`src/rtl/hospital_rover.sv`:
```
`default_nettype none
// ============================================================================
// Module   : hospital_rover
// Purpose  : Location sequencer for an autonomous hospital delivery rover.
//            The rover tours a fixed ring of stops (HOME, WARD_A, WARD_B,
//            PHARMACY, ICU for the default build). It advances one stop per
//            clock while move_switch_i is high and dwells while it is low.
// Ports    : clk_i          - system clock, rising-edge active
//            reset_i        - synchronous active-high reset (wins over moves)
//            move_switch_i  - 1 = advance one stop this cycle, 0 = hold
//            current_loc_o  - registered 3-bit code of the current stop
// Params   : NUM_LOCS (2..8) - number of stops, codes 0..NUM_LOCS-1
//            HOME_LOC        - stop code loaded on reset, < NUM_LOCS
// Revision : 1.0 - initial release
// ============================================================================
module hospital_rover #(
  parameter int NUM_LOCS = 5,
  parameter int HOME_LOC = 0
) (
  input  logic       clk_i,
  input  logic       reset_i,
  input  logic       move_switch_i,
  output logic [2:0] current_loc_o
);

  // State codes double as stop codes; these names cover the default ring.
  localparam logic [2:0] LOC_HOME     = 3'd0;
  localparam logic [2:0] LOC_WARD_A   = 3'd1;
  localparam logic [2:0] LOC_WARD_B   = 3'd2;
  localparam logic [2:0] LOC_PHARMACY = 3'd3;
  localparam logic [2:0] LOC_ICU      = 3'd4;

  // The count is held one bit wider than the state so that NUM_LOCS = 8
  // remains representable in the illegal-state compare.
  localparam logic [3:0] NUM_LOCS_W = 4'(NUM_LOCS);
  localparam logic [2:0] LAST_LOC   = 3'(NUM_LOCS - 1);
  localparam logic [2:0] RESET_LOC  = 3'(HOME_LOC);

  logic [2:0] state_q;
  logic [2:0] state_d;
  logic       illegal;
  logic       at_last;

  assign illegal = ({1'b0, state_q} >= NUM_LOCS_W);
  assign at_last = (state_q == LAST_LOC);

  // State register
  always_ff @(posedge clk_i) begin
    if (reset_i) begin
      state_q <= RESET_LOC;
    end else begin
      state_q <= state_d;
    end
  end

  // Next-state logic. A non-1 move_switch_i (including X in simulation)
  // falls through to the dwell case.
  always_comb begin
    state_d = state_q;
    if (illegal) begin
      state_d = RESET_LOC;
    end else if (move_switch_i) begin
      state_d = at_last ? LOC_HOME : (state_q + 3'd1);
    end
  end

  // Output logic: the display sees the state register directly, so there is
  // no combinational path from move_switch_i. Because the state never holds
  // a code >= NUM_LOCS, the bits above clog2(NUM_LOCS) are always 0.
  always_comb begin
    current_loc_o = state_q;
  end

  // Named codes are kept for readability of waveforms and future dispatch
  // decoding; tie them off so they do not read as dangling.
  logic unused_names;
  assign unused_names = ^{LOC_WARD_A, LOC_WARD_B, LOC_PHARMACY, LOC_ICU};

endmodule
`default_nettype wire

```
`config.mk`:
```
export PLATFORM = sky130hd
export DESIGN_NAME = hospital_rover
export DESIGN_NICKNAME = d
export VERILOG_FILES = /design/src/rtl/hospital_rover.sv
export SDC_FILE = /design/constraint.sdc
export NUM_CORES = 1
export LEC_CHECK = 0
export ABC_AREA = 1
export CAP_MARGIN = 20
export CORE_AREA = 2 2 39 41
export DETAILED_ROUTE_END_ITERATION = 10
export DIE_AREA = 0 0 41 43
export PLACE_DENSITY = 0.3
export SYNTH_ARGS = -nofsm -noshare
export SYNTH_HDL_FRONTEND = slang
export SYNTH_SLANG_ARGS = --single-unit
```
`constraint.sdc`:
```
create_clock -name clk_i -period 2.4 [get_ports clk_i]
set_input_delay 0.48 -clock clk_i [delete_from_list [all_inputs] [get_ports clk_i]]
set_output_delay 0.48 -clock clk_i [all_outputs]
set_load 0.01 [all_outputs]
```
# After elaboration in Yosys (flattened, before gate mapping)
# Cells that the tools add are included.
# op_classes
n_addsub	1
order_cmp	1
n_eq_ne	1
mux	1
reduce_logical	1
# ops
op	n
$add A3 B1 Y3 const B	1
$eq A3 B3 Y1 const B	1
$ge A3 B3 Y1 const B	1
$mux W3	1
$reduce_or A2 Y1	1
# word_totals
ff_bits	3
inputBits	3
output_inout_bits	3
word_cells	6

# Depth between registers and ports, before layout
# depth
ltp_word	2
mapped_depth	5
depth_no_buf	5

# Worst setup path after synthesis
# OpenSTA, ideal clock, no wires.
# synth_path
kind	reg-to-reg
startpoint	register state_q[0], in the netlist current_loc_o[0]
endpoint	register state_q[1], in the netlist current_loc_o[1]
setup_ps	116
t_arrival_ps	893
required_time_ps	2284
slack_ps	1391
stages_incl_launch_ff	5
path_buffers	0
period_less_slack_ps	1009
path_cell_list	dfxtp_1 inv_1 ha_1 nand3_1 a21oi_1
# synth_via
elab_chain_cells	2
word_cells_on_any_way	5
cone_classes	add/sub: 1; order compare: 1; eq/ne: 1; mux: 1; reduce/logical: 1
# synth_lines
element	line_no	text
start: declaration	39	logic [2:0] state_q;
start signal: assignment	52	state_q <= state_d;
$add A3 B1 Y3, or another cell as far along	63	state_d = at_last ? LOC_HOME : (state_q + 3'd1);
$mux W3 / $reduce_or A2 Y1 (equally long branches)	--	
# Parallel ways exist; a longest one is shown, timed or not.
# A chain may end at the register's enable or synchronous reset.

# Worst setup path in the final report
# layout_path
startpoint	register state_q[2], in the netlist current_loc_o[2]
endpoint	output port current_loc_o[2]
# layout_rtl
element	line_no	text
end: declaration	23	output logic [2:0] current_loc_o
# No word-level cell between the ends.

==> results.md <==
* Final Hold Viols at 0
* CP Cell Sequence: clkdlybuf4s50_1
* Mapped Nets at 32
* Hold Path Class: flip-flop to flip-flop
* Sw Share at between 20% and 30%
* CP delay by family, top: buffers and inverters
* R2R cell count at 5
* DR iter-0 viols at 4
* Max Clk Rate at 592.7 MHz
* Die area at 0.001763 mm²
* PnR Total Power at between 0.00015 and 0.0002 W
* Commonest non-fill, non-tap cell in the layout: nand2_1
* Layout overhead on the synthesized area at 51.68%
* Antenna violations before repair at 0
* First-pass GRT wire length at approximately 630 µm
* Final Skew at 0.6684 ps
* Compound-Gate Fraction of Synth Area at 8.054%
* Worst r2r dst: current_loc_o[1]$_SDFFE_PP0P_
* Largest net degree at the start of global routing at 7
* Max FFs per register at 3
* Synth top area share at 32.21%
* P_int at 0.0001280 W
* CTS Hold Buffers Added at 0
* Drt wl/cell at between 7 and 8 µm
* Adder-cell area share of the yosys netlist at between 20 and 25%
* Finished Cell Area at 282.8 µm²
* Mapped Area at around 190 µm²
* Clock group share of total power at 52.0%
* PD cells at just under 600 mW/mm²
* Clock Tree Buf Depth at 2
* Fillers at 164
* CP startpoint: current_loc_o[2]$_SDFFE_PP0P_
* GRT Util Overall at 5.511%
* Register area at 60.06 µm²
* Register area share after synthesis at 32.21%
* Least-Margin Pin Slew at 195.2 ps
* Synth cell types at 9
* Cts repair resizes at 0
* Place WS at 944.9 ps
* Combinational share of power at 14.1%
* Final ANT Viol Nets at 0
* Clk slew on worst S/H paths at ~40 ps
* Synth Area per Inst at 7.170 µm²
* Worst-Skew Late Latency at around 230 ps
* Crit path kind: flip-flop to output port
* Die height at around 43 µm
* Die X at about 40 µm
* Max Cap Violations at 0
* P_leak at 0.1205 nW
* Largest cells by area after synthesis: dfxtp_1 32%, ha_1 20%, nand2_1 16%
* Crit path max fanout at 6
* Vias post-DR at 176
* Main combinational cell family by area after synthesis: simple AND/OR/NAND/NOR gates
* Multi-input gate area in the final layout at 111.4 µm²
* Register bit total from synthesis at 3
* Synth Area in XOR/XNOR at 0%
* Worst hold stages at 2
* DR pass1 iterations at 2
* CTS Sinks at 3
* Final nets at 42
* Sequential power share at 33.9%
* Vias per cell at 3.451
* Num CTS Buffers at 3
* Critical path launch point type: flip-flop
* WP data required at 1920 ps
* Warnings, synthesis at 0
* Min cycle time layout at ~1700 ps
* Crit path to: current_loc_o[2]
* Switching power at 0.00003791 W
* Area leader, netlist: dfxtp_1
* Gate Count Post-Synth at 26
* Setup Buffers After CTS at 0
* Initial core utilization at 13.47%
* Slew Limit Fails at 0
* RSZ-0062 raised after global routing: no
* Reg-to-reg critical path startpoint: current_loc_o[0]$_SDFFE_PP0P_
* Number of placement rows at 14
* Port buffer count at 5
* Fin crit share at a little over two thirds
* Slowest cell on crit path: clkdlybuf4s50_1
* CP peak stage delay at 570 ps
* IO Pins at 6
* Final setup viols at 0
* H-Tree Level Count at 1
* Core area at 0.001384 mm²
* Placer Congestion at 0.6582
* WP buf/inv at 1
* Mux cell area share after synthesis at 0%
* Fraction of layout instances using a drive strength above 1 at 11.43%
* Vias in the first global route at 175
* N_diodes at 0
* Post-layout util at 20.43%
* Detailed Route WL at slightly below 400 µm
* Most frequent cells in the layout: 8 x nand2_1, 5 x clkdlybuf4s50_1, 4 x inv_1
* Run status: finished clean
* Post-route DRC at 0
* Worst Setup End Kind: output port
* Flop2flop setup slack at 1360 ps
* WP depth at 1
* Peak supply drop at 0.0001952 V
* Fin worst setup slack at 712.7 ps
* Total Negative Setup Slacks at 0 ps
* Simple-gate share of the synthesized area at 31.54%
* Max-Slew Margin vs Limit at 86.97%
* Grt total ovfl at 0
* Root buf cell: clkbuf_4
* Worst EP arrival at 1210 ps
* Placed Instance Area at about 260 µm²
* TritonCTS clock tree: yes
-- per-stage QoR --
step           hold WS (ps)  cells
2_1_floorplan         523.0     26
3_3_place_gp          511.6     47
3_5_place_dp          508.5     47
4_1_cts               512.7     51
5_1_grt               540.4     51
6_report              514.9     51
-- power by group through the flow --
stage	Sequential, W	Combinational [W]	Clock (W)
after global routing	0.0000567	0.0000266	0.0000935
after floorplan	0.0000577	0.0000111	0
after CTS	0.0000562	0.0000240	0.0000929
after detailed placement	0.0000570	0.0000237	0
after global placement	0.0000572	0.0000242	0
final	0.0000563	0.0000233	0.0000864
-- cell usage after synthesis (all sizes together) --
| cell | n |
|---|---|
| nor2 | 2 |
| inv | 4 |
| nand2 | 8 |
| nand3 | 2 |
| o21ai | 1 |
| dfxtp | 3 |
| nand3b | 1 |
| a21oi | 2 |
| ha | 3 |
-- area by class of cell --
cell class / instances / area share (%)
well taps: 16 / 7.080
clock buffers: 4 / 9.292
multi-input cells: 19 / 39.38
inverters: 4 / 5.310
flip-flops and latches: 3 / 21.24
repair buffers: 5 / 17.70
-- cell families (layout without fill, tap and decap cells) --
| kind of cell | Yosys count | in the layout |
|---|---|---|
| AND/OR/NAND/NOR | 13 | 13 |
| buffers and inverters | 4 | 13 |
| adder cells (fa/ha/maj) | 3 | 3 |
| AO/OA/AOI/OAI | 3 | 3 |
| flip-flops | 3 | 3 |
-- metal layers --
layer / vias to the layer above / wire length (µm) / global-route usage (%)
met5: - / 0 / 0
met4: 0 / 0 / 6.000
met3: 0 / 24 / 2.094
met2: 2 / 209 / 7.813
met1: 76 / 151 / 5.431
li1: 98 / - / -
-- how the worst min path moves through the flow --
| stage | startpoint | end | slack (ps) |
|---|---|---|---|
| floorplan | current_loc_o[1]$_SDFFE_PP0P_ | current_loc_o[1]$_SDFFE_PP0P_ | 520 |
| global placement | current_loc_o[1]$_SDFFE_PP0P_ | current_loc_o[1]$_SDFFE_PP0P_ | 510 |
| detailed placement | current_loc_o[1]$_SDFFE_PP0P_ | current_loc_o[1]$_SDFFE_PP0P_ | 510 |
| CTS | current_loc_o[1]$_SDFFE_PP0P_ | current_loc_o[1]$_SDFFE_PP0P_ | 510 |
| global route | current_loc_o[1]$_SDFFE_PP0P_ | current_loc_o[1]$_SDFFE_PP0P_ | 540 |
| finish | current_loc_o[1]$_SDFFE_PP0P_ | current_loc_o[1]$_SDFFE_PP0P_ | 510 |
No activity file was read; power rests on OpenSTA's default activity.
